[config.mk]
export PLATFORM = sky130hd
export DESIGN_NAME = button_event_debouncer
export DESIGN_NICKNAME = d
export VERILOG_FILES = /design/src/rtl/button_event_debouncer.sv
export SDC_FILE = /design/constraint.sdc
export NUM_CORES = 1
export LEC_CHECK = 0
export BUFFER_PORTS_ARGS = -buffer_cell sky130_fd_sc_hd__clkbuf_2
export CORE_MARGIN = 1
export CORE_UTILIZATION = 40
export CTS_BUF_LIST = sky130_fd_sc_hd__clkbuf_2 sky130_fd_sc_hd__clkbuf_4 sky130_fd_sc_hd__clkbuf_8
export DETAILED_ROUTE_END_ITERATION = 12
export GPL_TIMING_DRIVEN = 1
export PLACE_DENSITY = 0.55
export SLEW_MARGIN = 20
export SYNTH_ARGS = -nofsm -noshare
export SYNTH_HDL_FRONTEND = slang
export SYNTH_SLANG_ARGS = --single-unit
[constraint.sdc]
create_clock -name clk_clk -period 5 [get_ports clk_clk]
set_input_delay 1 -clock clk_clk [delete_from_list [all_inputs] [get_ports clk_clk]]
set_output_delay 1 -clock clk_clk [all_outputs]
set_load 0.005 [all_outputs]
[src/rtl/button_event_debouncer.sv]
// button_event_debouncer: conditions raw active-low board keys into clean
// active-high levels and queues press/release events in a small FIFO.
// Each key goes through a two-flop synchronizer and a per-channel debounce FSM.
// Optional feature macro: LONG_PRESS_EN adds a per-channel hold counter that
// emits one long-press event (type 2'b10) per press.
module button_event_debouncer #(
  parameter int unsigned NUM_BUTTONS       = 2,
  parameter int unsigned DEBOUNCE_CYCLES   = 500000,
  parameter int unsigned FIFO_DEPTH        = 4,
  parameter int unsigned LONG_PRESS_CYCLES = 50000000
) (
  input  logic                   clk_clk,
  input  logic                   reset_reset_n,
  input  logic [NUM_BUTTONS-1:0] key_n,
  output logic [NUM_BUTTONS-1:0] btn_level,
  output logic                   evt_valid,
  input  logic                   evt_ready,
  output logic [7:0]             evt_data,
  output logic                   evt_overflow,
  input  logic                   overflow_clr
);

  localparam int unsigned CNT_W = $clog2(DEBOUNCE_CYCLES + 1);
  localparam int unsigned AW    = $clog2(FIFO_DEPTH);
  localparam int unsigned PW    = AW + 1;

  localparam logic [1:0] EVT_PRESS   = 2'b00;
  localparam logic [1:0] EVT_RELEASE = 2'b01;

  typedef enum logic [1:0] {
    RELEASED    = 2'd0,
    PRESS_CHK   = 2'd1,
    PRESSED     = 2'd2,
    RELEASE_CHK = 2'd3
  } state_e;

  // A single debounce cycle could never match the terminal count, so reject it.
  if (NUM_BUTTONS < 1 || NUM_BUTTONS > 64 || DEBOUNCE_CYCLES < 2 ||
      FIFO_DEPTH < 2 || (FIFO_DEPTH & (FIFO_DEPTH - 1)) != 0 ||
      LONG_PRESS_CYCLES < 1) begin : g_param_check
    $error("button_event_debouncer: illegal parameter set");
  end

  logic [NUM_BUTTONS-1:0] sync1_q;
  logic [NUM_BUTTONS-1:0] sync2_q;

  state_e           state_q [NUM_BUTTONS];
  state_e           state_d [NUM_BUTTONS];
  logic [CNT_W-1:0] cnt_q   [NUM_BUTTONS];
  logic [CNT_W-1:0] cnt_d   [NUM_BUTTONS];

  logic [NUM_BUTTONS-1:0] fsm_emit_c;
  logic [1:0]             fsm_type_c  [NUM_BUTTONS];
  logic [NUM_BUTTONS-1:0] emit_c;
  logic [1:0]             emit_type_c [NUM_BUTTONS];

  logic [NUM_BUTTONS-1:0] pend_q;
  logic [1:0]             pend_type_q [NUM_BUTTONS];
  logic [NUM_BUTTONS-1:0] grant_c;
  logic                   arb_found_c;
  logic                   push_c;
  logic                   pop_c;
  logic                   push_ok_c;
  logic [7:0]             push_data_c;
  logic                   ovf_set_c;

  logic [7:0]    mem [FIFO_DEPTH];
  logic [PW-1:0] wr_q;
  logic [PW-1:0] rd_q;
  logic [PW-1:0] wr_d;
  logic [PW-1:0] rd_d;
  logic          full_c;
  logic          empty_c;
  logic [7:0]    head_d;

  // Two-flop synchronizer; idles high (released) out of reset.
  always_ff @(posedge clk_clk) begin
    if (!reset_reset_n) begin
      sync1_q <= '1;
      sync2_q <= '1;
    end else begin
      sync1_q <= key_n;
      sync2_q <= sync1_q;
    end
  end

  // Debounce FSM state and counter registers.
  always_ff @(posedge clk_clk) begin
    if (!reset_reset_n) begin
      for (int i = 0; i < NUM_BUTTONS; i++) begin
        state_q[i] <= RELEASED;
        cnt_q[i]   <= '0;
      end
    end else begin
      for (int i = 0; i < NUM_BUTTONS; i++) begin
        state_q[i] <= state_d[i];
        cnt_q[i]   <= cnt_d[i];
      end
    end
  end

  // Debounce next-state: a level change is accepted after DEBOUNCE_CYCLES stable samples.
  always_comb begin
    for (int i = 0; i < NUM_BUTTONS; i++) begin
      state_d[i]    = state_q[i];
      cnt_d[i]      = cnt_q[i];
      fsm_emit_c[i] = 1'b0;
      fsm_type_c[i] = EVT_PRESS;
      case (state_q[i])
        RELEASED: begin
          if (!sync2_q[i]) begin
            state_d[i] = PRESS_CHK;
            cnt_d[i]   = CNT_W'(1);
          end
        end
        PRESS_CHK: begin
          if (sync2_q[i]) begin
            state_d[i] = RELEASED;
            cnt_d[i]   = '0;
          end else if (cnt_q[i] == CNT_W'(DEBOUNCE_CYCLES - 1)) begin
            state_d[i]    = PRESSED;
            cnt_d[i]      = '0;
            fsm_emit_c[i] = 1'b1;
            fsm_type_c[i] = EVT_PRESS;
          end else begin
            cnt_d[i] = cnt_q[i] + CNT_W'(1);
          end
        end
        PRESSED: begin
          if (sync2_q[i]) begin
            state_d[i] = RELEASE_CHK;
            cnt_d[i]   = CNT_W'(1);
          end
        end
        RELEASE_CHK: begin
          if (!sync2_q[i]) begin
            state_d[i] = PRESSED;
            cnt_d[i]   = '0;
          end else if (cnt_q[i] == CNT_W'(DEBOUNCE_CYCLES - 1)) begin
            state_d[i]    = RELEASED;
            cnt_d[i]      = '0;
            fsm_emit_c[i] = 1'b1;
            fsm_type_c[i] = EVT_RELEASE;
          end else begin
            cnt_d[i] = cnt_q[i] + CNT_W'(1);
          end
        end
        default: begin
          state_d[i] = RELEASED;
          cnt_d[i]   = '0;
        end
      endcase
    end
  end

`ifdef LONG_PRESS_EN
  localparam int unsigned HOLD_W   = $clog2(LONG_PRESS_CYCLES + 2);
  localparam logic [1:0]  EVT_LONG = 2'b10;

  logic [HOLD_W-1:0] hold_q [NUM_BUTTONS];
  logic [HOLD_W-1:0] hold_d [NUM_BUTTONS];

  // Hold counters survive release bounces and clear only back in RELEASED.
  always_ff @(posedge clk_clk) begin
    if (!reset_reset_n) begin
      for (int i = 0; i < NUM_BUTTONS; i++) hold_q[i] <= '0;
    end else begin
      for (int i = 0; i < NUM_BUTTONS; i++) hold_q[i] <= hold_d[i];
    end
  end

  // Hold count saturates one past the threshold so the long press fires once.
  always_comb begin
    for (int i = 0; i < NUM_BUTTONS; i++) begin
      hold_d[i]      = hold_q[i];
      emit_c[i]      = fsm_emit_c[i];
      emit_type_c[i] = fsm_type_c[i];
      if (state_d[i] == RELEASED) begin
        hold_d[i] = '0;
      end else if (state_q[i] == PRESS_CHK && state_d[i] == PRESSED) begin
        hold_d[i] = HOLD_W'(1);
      end else if ((state_q[i] == PRESSED || state_q[i] == RELEASE_CHK) &&
                   hold_q[i] < HOLD_W'(LONG_PRESS_CYCLES + 1)) begin
        hold_d[i] = hold_q[i] + HOLD_W'(1);
      end
      // A release landing on the same cycle wins; the press is over anyway.
      if (!fsm_emit_c[i] && (state_q[i] == PRESSED || state_q[i] == RELEASE_CHK) &&
          hold_q[i] == HOLD_W'(LONG_PRESS_CYCLES)) begin
        emit_c[i]      = 1'b1;
        emit_type_c[i] = EVT_LONG;
      end
    end
  end
`else
  // Without long-press support only debounce events are produced.
  always_comb begin
    for (int i = 0; i < NUM_BUTTONS; i++) begin
      emit_c[i]      = fsm_emit_c[i];
      emit_type_c[i] = fsm_type_c[i];
    end
  end
`endif

  // Debounced level follows the registered FSM state.
  always_ff @(posedge clk_clk) begin
    if (!reset_reset_n) begin
      btn_level <= '0;
    end else begin
      for (int i = 0; i < NUM_BUTTONS; i++) begin
        btn_level[i] <= (state_q[i] == PRESSED) || (state_q[i] == RELEASE_CHK);
      end
    end
  end

  // One-deep pending slot per channel; an event arriving on a busy slot is lost.
  always_ff @(posedge clk_clk) begin
    if (!reset_reset_n) begin
      pend_q       <= '0;
      evt_overflow <= 1'b0;
      for (int i = 0; i < NUM_BUTTONS; i++) pend_type_q[i] <= '0;
    end else begin
      for (int i = 0; i < NUM_BUTTONS; i++) begin
        if (grant_c[i]) pend_q[i] <= 1'b0;
        if (emit_c[i] && !pend_q[i]) begin
          pend_q[i]      <= 1'b1;
          pend_type_q[i] <= emit_type_c[i];
        end
      end
      evt_overflow <= ovf_set_c | (evt_overflow & ~overflow_clr);
    end
  end

  assign ovf_set_c = |(emit_c & pend_q);

  assign full_c    = (wr_q[AW] != rd_q[AW]) && (wr_q[AW-1:0] == rd_q[AW-1:0]);
  assign empty_c   = (wr_q == rd_q);
  assign pop_c     = !empty_c && evt_ready;
  assign push_ok_c = !full_c || pop_c;

  // Fixed-priority arbiter: lowest pending channel gets the single push slot.
  always_comb begin
    grant_c     = '0;
    arb_found_c = 1'b0;
    push_data_c = '0;
    for (int i = 0; i < NUM_BUTTONS; i++) begin
      if (pend_q[i] && !arb_found_c) begin
        arb_found_c = 1'b1;
        grant_c[i]  = push_ok_c;
        push_data_c = {pend_type_q[i], 6'(i)};
      end
    end
    push_c = arb_found_c && push_ok_c;
  end

  // Next pointers and next head; bypass when the pushed entry becomes the head.
  always_comb begin
    wr_d = push_c ? wr_q + PW'(1) : wr_q;
    rd_d = pop_c  ? rd_q + PW'(1) : rd_q;
    if (wr_d == rd_d) begin
      head_d = '0;
    end else if (push_c && rd_d[AW-1:0] == wr_q[AW-1:0]) begin
      head_d = push_data_c;
    end else begin
      head_d = mem[rd_d[AW-1:0]];
    end
  end

  // FIFO storage.
  always_ff @(posedge clk_clk) begin
    if (push_c) mem[wr_q[AW-1:0]] <= push_data_c;
  end

  // FIFO pointers and registered head.
  always_ff @(posedge clk_clk) begin
    if (!reset_reset_n) begin
      wr_q      <= '0;
      rd_q      <= '0;
      evt_valid <= 1'b0;
      evt_data  <= '0;
    end else begin
      wr_q      <= wr_d;
      rd_q      <= rd_d;
      evt_valid <= (wr_d != rd_d);
      evt_data  <= head_d;
    end
  end

endmodule

== Yosys cells after proc, flatten, opt, wreduce, memory -nomap -nowiden ==
Memory sizes are Yosys's and may differ from the RTL's. A register that Yosys moved wholly into a read port is not among the register bits.
Cells that the tools add are included.

* Bitwise operators: 11
* Mux-type cells: 68
* Add/sub/neg operators: 4
* Reductions and logical operators: 20
* Eq/ne operators: 13

{| class="wikitable"
|+ Operator list
! kind !! number
|-
| $mux W19 || 12
|-
| $pmux W19 S4 || 2
|-
| $add A19 B1 Y19 const B || 2
|-
| $eq A19 B19 Y1 const B || 2
|-
| $mux W1 || 32
|-
| $mux W2 || 14
|-
| $mux W8 || 2
|-
| $pmux W2 S4 || 2
|-
| $eq A2 B2 Y1 const B || 4
|-
| $or A1 B1 Y1 || 7
|-
| $add A3 B1 Y3 const B || 2
|-
| $eq A3 B3 Y1 || 2
|-
| $logic_and A1 B1 Y1 || 6
|-
| $mux W3 || 2
|-
| $logic_not A1 Y1 || 5
|-
| $eq A2 B1 Y1 const B || 2
|-
| $logic_not A2 Y1 || 2
|-
| $pmux W1 S2 || 2
|-
| $reduce_bool A2 Y1 || 2
|-
| $reduce_or A2 Y1 || 2
|-
| $logic_or A1 B1 Y1 || 3
|-
| $ne A3 B3 Y1 || 1
|-
| $and A2 B2 Y2 || 1
|-
| $eq A2 B2 Y1 || 1
|-
| other kinds (3) || 4
|}

* Logic and storage cells: 129
* Bits in writable memories: 76
* Bits of input ports: 6
* Register bits after elaboration: 16
* Memories kept: 4

{| class="wikitable"
|+ Memory list
! name !! depth !! width !! rd ports !! clocked after Yosys merged registers in !! wr ports !! line !! RTL
|-
| cnt_q || 2 || 19 || 2 || 0 || 2 || 49 || <nowiki>logic [CNT_W-1:0] cnt_q [NUM_BUTTONS];</nowiki>
|-
| mem || 4 || 8 || 1 || 1 || 1 || 67 || <nowiki>logic [7:0] mem [FIFO_DEPTH];</nowiki>
|-
| state_q || 2 || 2 || 2 || 0 || 2 || 47 || <nowiki>state_e state_q [NUM_BUTTONS];</nowiki>
|-
| pend_type_q || 2 || 1 || 2 || 0 || 2 || 58 || <nowiki>logic [1:0] pend_type_q [NUM_BUTTONS];</nowiki>
|}

== Logic depth before layout (Yosys ltp) ==
Gate-level depths: netlist of the first run.
An unclocked memory read counts as a cell.

* Word-level depth: 10
* Depth in mapped cells: 8
* Gate-level depth less buffers: 7

== Least setup slack after synthesis of the first run ==
Ideal clock, no wire load.

* Path type: input to register
* From: in evt_ready
* To: reg evt_data[0] (read register of mem)
* Setup slack: 2.591 ns
* Buffers on the path: 1
* Library setup time: 0.124 ns
* Stages: 7
* Arrival time: 2.285 ns
* Cells stage by stage: clkbuf_1 inv_1 a41oi_4 mux2i_1 or3_1 o2111ai_2 a21boi_1

* Longest elaborated chain between the ends: 6
* Elaborated cells on any way between the ends: 7
* Those cells by class: eq/ne: 1; mux: 2; reduce/logical: 4

{| class="wikitable"
|+ Ends and longest elaborated chain
! what !! line !! RTL
|-
| start, declared || 17 || <nowiki>input logic evt_ready,</nowiki>
|-
| $logic_and A1 B1 Y1 (*) || 237 || <nowiki>assign pop_c = !empty_c && evt_ready;</nowiki>
|-
| $logic_or A1 B1 Y1 || 238 || <nowiki>assign push_ok_c = !full_c || pop_c;</nowiki>
|-
| $logic_and A1 B1 Y1 || 252 || <nowiki>push_c = arb_found_c && push_ok_c;</nowiki>
|-
| $mux W3 || 257 || <nowiki>wr_d = push_c ? wr_q + PW'(1) : wr_q;</nowiki>
|-
| $eq A3 B3 Y1 || 259 || <nowiki>if (wr_d == rd_d) begin</nowiki>
|-
| $reduce_or A2 Y1 (no line) || - ||
|-
| end, declared || 18 || <nowiki>output logic [7:0] evt_data,</nowiki>
|}

Every way passes the cells marked *; elsewhere a longest branch is shown, timed or not.
A chain may end at the register's enable or synchronous reset.

== Worst setup path after layout of the first run ==
* From: reg rd_q[0]
* To: reg evt_data[0] (read register of mem)

* Longest elaborated chain between the ends: 8
* Elaborated cells on any way between the ends: 13
* Those cells by class: add/sub: 1; eq/ne: 3; mux: 2; reduce/logical: 7

{| class="wikitable"
|+ Ends and longest elaborated chain
! what !! line !! RTL
|-
| start, declared || 69 || <nowiki>logic [PW-1:0] rd_q;</nowiki>
|-
| start signal, assigned || 282 || <nowiki>rd_q <= rd_d;</nowiki>
|-
| $eq A3 B3 Y1 / $eq A2 B2 Y1 (equally long branches) || 236, 235 ||
|-
| $logic_not A1 Y1 / $logic_and A1 B1 Y1 (equally long branches) || 237, 235 ||
|-
| $logic_and A1 B1 Y1 / $logic_not A1 Y1 (equally long branches) || 237, 238 ||
|-
| $logic_or A1 B1 Y1 || 238 ||
|-
| $logic_and A1 B1 Y1 || 252 ||
|-
| $mux W3 || 257 ||
|-
| $eq A3 B3 Y1 || 259 ||
|-
| $reduce_or A2 Y1 (no line) || - ||
|}

Parallel ways exist; a longest one is shown, timed or not.

==> metrics.yaml, run 1 <==
global_routing:
  grt.total_usage_pct: 17.8
  gr-total-overflow: 0
  antenna_found_initial: 0
  grt_pass1_vias: 2763
  grt_max_degree: 30
  grt_pass1_wl_mm: 13.5
pwr:
  p_comb_share_pct: 2.8
  seq_power_share_pct: 49.3
  p_leak_nw: 1.41
  p_clk_share_pct: 47.9
  ir_worst_vdd_uv: 94.8
  p_int_w: 0.000929
  power_density_mw_per_mm2: 290
  p_switching_w: 0.000239
  swShare_pct: 20.5
synthesis:
  synth_edf_count: 10
  seq_area_frac_synth_pct: 41.0
  avgSynthCellArea_um2: 8.84
  syn-instance-count: 414
  synth_top_cell_by_area: "dfxtp_1"
  ys_warn_count: 0
  yosys-top-cells-area: "dfxtp_1 33%, edfxtp_1 8.2%, nor2_1 5.2%"
  synth_ff_type: "dfxtp_1"
  synth.distinct_cells: 60
  synth_area_mm2: 0.00366
  synth_top_area_share_pct: 32.8
  synth_seq_cells: 70
  ys_async_sr_fraction_pct: 0
finish:
  drive_gt1_share_pct: 10.0
  areaGrowthSynthToFinish_pct: 9.99
  antenna_cells: 0
  final_area_mm2: 0.00402
  nets: 437
worst_setup_path:
  setup.worst_path.end_class: "register"
  r2r_end: "evt_data[0]"
  worstPathRequired_ps: 5280
  reg2reg_depth: 6
  cp_max_fo: 16
  cp_slowest_cell: "dfxtp_1"
  crit_type: "register to register"
  cp_cell_sequence: "xor2_1, o311ai_2, a21oi_1, o211ai_1, nand4_1, a21boi_1"
  cpPeakStageDelay_ps: 700
  cp.arrival_ps: 2640
  r2r_start: "rd_q[0]"
  regToRegSetupSlack_ps: 2650
  worstSetupStartpointType: "register"
sta:
  timing.final.crit_share_pct: 47.0
  max-slew-margin-rel_pct: 53.5
  fmax_mhz: 425
  tightestPinTransition_ps: 694
  finalCriticalPeriod_ps: 2350
  finalHoldViolations: 0
  fin_worst_skew_ps: 10.7
  tns_ps: 0
  finalMaxSlewViolations: 0
  rsz0062_at_grt: "false"
  finalSetupViolations: 0
cts:
  worstSkewPairLatency_ps: 350
  ctsHoldBuffers: 0
  clk_pin_slew_worst_paths_ps: 80
  cts_resized: 0
  htreeDepth: 3
  cts_made_buffers: 9
  clockBufferDepth: 2
  cts_tree: "yes"
  cts_setup_buffers: 0
  cts_sinks: 70
  cts-root-buf: "clkbuf_8"
floorplan:
  initial_core_util_pct: 41.5
  die_h_um: 97.6
  ios: 18
  rows: 34
  die_w_um: 97.6
  die-area_mm2: 0.00953
  core_area_mm2: 0.00881
hold_path:
  min_path_cells: 1
  hp-start: "sync1_q[0]"
  hp-class: "register to register"
  hold-path-endpoint: "sync2_q[0]"
place:
  dp_hpwl_mm: 5.39
  placed_area_mm2: 0.00378
  portBuffers: 11
  gp_congestion: 0.827
detailed_routing:
  vias_per_cell: 5.57
  drtIter0Drc: 127
  routed_wirelength_mm: 7.75
  postRouteAntennaNets: 0
  vias: 2992
  routedWlPerCell_um: 14.4
  first_pass_iters: 8
  drcViolationCount: 4
run_status:
  failed_checks: "DRC"
  status: "finished, violations left"
flow_run:
  max-cap-violations: 0
==> worst max-delay path, delay by kind of cell, from the launching register on <==
kind	cells	cell delay, ps
flip-flops	1	700
AND/OR/NAND/NOR	1	130
XOR/XNOR	1	210
AO/OA/AOI/OAI	4	1250
==> power groups by stage <==
stage / clock [W] / combinational (W) / sequential, W
2_1_floorplan: 0 / 0.0000276 / 0.000587
3_3_place_gp: 0 / 0.0000327 / 0.000589
3_5_place_dp: 0 / 0.0000329 / 0.000589
4_1_cts: 0.000574 / 0.0000330 / 0.000576
5_1_grt: 0.000598 / 0.0000371 / 0.000577
6_report: 0.000560 / 0.0000322 / 0.000576
==> cell type report <==
type | instances | area (um^2)
fillers | 858 | 4780
multi-input cells | 324 | 2060
flip-flops and latches | 70 | 1500
clock buffers | 12 | 146
well taps | 108 | 135
clock inverters | 4 | 95.1
repair buffers | 12 | 62.6
inverters | 7 | 26.3
==> metrics by stage <==
| step | hold slack [ps] | power [W] | util, % | cells | worst slack [ps] |
|---|---|---|---|---|---|
| detailed placement | 396 | 0.000622 | 43.0 | 521 | 2500 |
| floorplan | 386 | 0.000615 | - | 419 | 2590 |
| global route | 435 | 0.00121 | 45.7 | 537 | 2400 |
| finish | 413 | 0.00117 | 45.7 | 537 | 2650 |
| CTS | 415 | 0.00118 | 45.7 | 537 | 2650 |
| global placement | 387 | 0.000622 | 43.0 | 521 | 2570 |
==> placed cells by master, fill, tap and decap left out, drive strengths merged, types with 3 or more instances in the layout <==
cell type and instances:
mux2i 3, or3 3, nand4b 4, edfxtp 10
nor4b 3, and4 4, clkbuf 23, nor3 6
xnor2 14, nand3 14, nor2b 8, nor4 6
and2 7, bufinv 3, inv 7, nand4 15
nor2 51, dfxtp 60, a211oi 6, and3 15
or2 3, a311oi 3, nand2 32, ha 7
a41oi 5, o21ai 23, conb 6, xor2 17
o211ai 3, nand2b 8, a21oi 25, a31oi 6
==> sequential cells by signal, indices dropped and copies added (netlist names), 3 cells and up, named ones only <==
| name | cells |
|---|---|
| cnt_q | 38 |
| mem | 8 |
| rd_q | 3 |
| wr_q | 3 |
==> cell families after synthesis <==
family / count (synthesis) / share of synthesized area, %
and+or+nand+nor: 186 / 27.1
AOI/OAI and AO/OA: 91 / 17.3
DFF: 70 / 41.0
xor gates and xnor gates: 31 / 8.04
buffers and inverters: 25 / 3.25
adders and majority gates: 7 / 2.39
muxes: 3 / 0.821
other: 1 / 0.103
==> worst max-delay path by stage <==
stage	cells past startpoint	from	to	slack, ps
after floorplan	7	evt_ready	evt_data[0]	2590
after global placement	7	evt_ready	evt_data[0]	2570
after detailed placement	7	evt_ready	evt_data[0]	2500
after CTS	6	rd_q[0]	evt_data[0]	2650
after global routing	6	rd_q[0]	evt_data[6]	2400
final	6	rd_q[0]	evt_data[0]	2650
==> layer usage <==
metal | GRT usage [%] | part of all wire, %
met2 | 29.0 | 46
met4 | 6.99 | 1.5
met3 | 3.45 | 2.8
met1 | 23.3 | 49
met5 | 0 | 0
==> synth_stat cells, types with 8 or more instances <==
cell,n
nand2_1,32
nor2b_1,8
xor2_1,16
nand4_1,15
xnor2_1,12
dfxtp_1,60
and3_1,15
edfxtp_1,10
nand2b_1,8
o21ai_0,14
a21oi_1,25
clkbuf_1,9
nand3_1,14
nor2_1,51
Power figures use the tool's default switching activity.
==> inputs of run 2 (changes only) <==
ABC_AREA = 1   (was unset)
clock period = 2.36 ns   (was 5 ns; I/O delays follow)
==> metrics.yaml, run 2 <==
synthesis:
  synth_top_cell_by_area: "dfxtp_1"
  yosys-top-cells-area: "dfxtp_1 31%, nand2_1 11%, edfxtp_1 7.8%"
  avgSynthCellArea_um2: 7.10  # -20%
  seq_area_frac_synth_pct: 39.0  # -2.0 points
  synth_area_mm2: 0.00385  # +5.2%
  synth.distinct_cells: 48  # -20%
  synth_ff_type: "dfxtp_1"
  ys_async_sr_fraction_pct: 0  # unchanged
  synth_seq_cells: 70  # unchanged
  syn-instance-count: 542  # +31%
  yosysMostFrequentCell: "nand2_1"
  synth_commonest_cells: "113 x nand2_1, 79 x inv_1, 60 x dfxtp_1"
  ys_warn_count: 0  # unchanged
  synth_top_area_share_pct: 31.2  # -1.6 points
  synth_edf_count: 10  # unchanged
sta:
  rsz0062_at_grt: "false"
  finalHoldViolations: 0  # unchanged
  timing.final.crit_share_pct: 77.1  # +30 points
  tns_ps: 0  # unchanged
  finalCriticalPeriod_ps: 1820  # -533 ps
  finalMaxSlewViolations: 0  # unchanged
  tightestPinTransition_ps: 511  # -183 ps
  finalSetupViolations: 0  # unchanged
  max-slew-margin-rel_pct: 65.7  # +12 points
  fin_worst_skew_ps: 10.7  # -0.000400 ps
  fmax_mhz: 550  # +29%
pwr:
  ir_worst_vdd_uv: 301  # +220%
  power_density_mw_per_mm2: 666  # +130%
  p_leak_nw: 1.75  # +25%
finish:
  nets: 572  # +31%
  final_area_mm2: 0.00429  # +6.6%
  areaGrowthSynthToFinish_pct: 11.4
  regArea_mm2: 0.00150  # unchanged
  drive_gt1_share_pct: 13.5  # +3.5 points
  antenna_cells: 0  # unchanged
  largest_reg_flops: 38  # unchanged
  fill_cells: 969  # +13%
  top_register: "cnt_q"
  final_cell_mix: "113 x nand2_1, 79 x inv_1, 60 x dfxtp_1, 57 x nor2_1, 46 x nand3_1"
  multi_input_area_mm2: 0.00197  # -4.4%
  final_common_cell: "nand2_1"
  final_cells: 693  # +29%
worst_setup_path:
  cpPeakStageDelay_ps: 380  # -320 ps
  setup.worst_path.end_class: "register"
  cp_slowest_cell: "dfxtp_1"
  worstPathRequired_ps: 2610  # -2670 ps
  critPathMostFrequentCell: "inv_1"
  crit_type: "register to register"
  worstSetupStartpointType: "register"
  cp.arrival_ps: 2070  # -570 ps
  cp_cell_sequence: "nand2_1, inv_1, nor2_1, nand2_2, inv_1, nor4_1, o21ai_0, a21oi_1, nor3_1"
  cp_max_fo: 15  # -1
place:
  gp_congestion: 0.861  # +4.1%
  placed_cells: 677  # +30%
  placed_area_mm2: 0.00403  # +6.5%
  dp_hpwl_mm: 6.46  # +20%
  portBuffers: 11  # unchanged
floorplan:
  ios: 18  # unchanged
  die_h_um: 100  # +2.5%
  core_area_mm2: 0.00928  # +5.4%
  die-area_mm2: 0.0100  # +5.1%
  initial_core_util_pct: 41.5  # -0.077 points
  rows: 35  # +2.9%
  die_w_um: 100  # +2.5%
detailed_routing:
  drcViolationCount: 0  # -4
  drtIter0Drc: 171  # +35%
  routedWlPerCell_um: 12.7  # -12%
  first_pass_iters: 5  # -3
  vias: 3383  # +13%
  vias_per_cell: 4.88  # -12%
  routed_wirelength_mm: 8.77  # +13%
  postRouteAntennaNets: 0  # unchanged
flow_run:
  max-cap-violations: 0  # unchanged
cts:
  cts_sinks: 70  # unchanged
  cts_made_buffers: 9  # unchanged
  cts_tree: "yes"
  worstSkewPairLatency_ps: 360  # about the same
  cts_resized: 0  # unchanged
  clk_pin_slew_worst_paths_ps: 80  # about the same
  htreeDepth: 3  # unchanged
  cts-root-buf: "clkbuf_8"
  cts_setup_buffers: 0  # unchanged
  clockBufferDepth: 2  # unchanged
  ctsHoldBuffers: 0  # unchanged
global_routing:
  grt_pass1_wl_mm: 14.9  # +10%
  grt_max_degree: 23  # -23%
  grt_pass1_vias: 3177  # +15%
  antenna_found_initial: 0  # unchanged
  grt.total_usage_pct: 19.2  # +1.3 points
  gr-total-overflow: 0  # unchanged
run_status:
  status: "finished, final reports clean"
hold_path:
  hp-class: "primary input to register"
-- run 2: changes by cell type in the layout (fill, tap and decap cells not counted), moves of 7 or more --
cell and change:
nand2_2 +17, xnor2_1 -7, inv_1 +72, xor2_1 -10, and2_1 -7, nor2b_1 -8
nor3_1 +10, and3_1 -14, nand2_1 +81, nand4_1 -7, nand2b_1 -8, nor2_2 +8
nand3_1 +32
-- run 2: critical path, delay by kind of cell, from the launching register on --
family / cells / cell delay (ps)
AND/OR/NAND/NOR: 5 / 670
flip-flops: 1 / 380
AO/OA/AOI/OAI: 2 / 340
buffers and inverters: 2 / 330
-- run 2: cell families after synthesis --
family                     share of synthesized area, %
AOI/OAI and AO/OA                                  9.72
xor gates and xnor gates                           2.50
adders and majority gates                          2.27
buffers and inverters                              10.4
DFF                                                39.0
other                                            0.0974
and+or+nand+nor                                    36.0
-- run 2: layout make-up --
cell class	instances	share of cell area [%]
Clock buffer	9	2.89
Clock inverter	7	3.18
Inverter	86	7.53
Multi-Input combinational cell	378	45.8
Sequential cell	70	35.0
Tap cell	129	3.76
Timing Repair Buffer	14	1.81
-- run 2: through the flow --
stage | setup slack, ps | power (W) | hold slack [ps] | util [%]
final | 541 | 0.00286 | 297 | 46.2
after global routing | 327 | 0.00299 | 308 | 46.2
after CTS | 530 | 0.00288 | 293 | 46.2
after detailed placement | 542 | 0.00160 | 408 | 43.4
after global placement | 575 | 0.00159 | 396 | 43.4
after floorplan | 812 | 0.00152 | 393 | -
-- run 2: per-layer routing --
metal | up-vias | track usage [%] | share of wire [%]
met5 | - | 0 | 0
met3 | 13 | 2.72 | 3.8
met1 | 1532 | 25.9 | 50
met4 | 0 | 8.70 | 1.9
met2 | 67 | 30.4 | 45
li1 | 1771 | - | -
-- run 2: worst paths after layout --
kind	from	cells after the start	to	slack, ps
worst min-delay path	key_n[1]	2	sync1_q[1]	300
worst max register to register	register	9	cnt_q[0][9]	540
worst min register to register	sync1_q[1]	1	sync2_q[1]	420
worst max-delay path	register	9	cnt_q[0][9]	540
-- run 2: where the power goes --
part / leakage, nW / internal, W / total [W] / switching [W]
Clock: 0.128 / 0.000804 / 0.00129 / 0.000489
Combinational: 1.04 / 0.0000990 / 0.000312 / 0.000213
Sequential: 0.589 / 0.00123 / 0.00125 / 0.0000193
Total: 1.75 / 0.00214 / 0.00286 / 0.000721
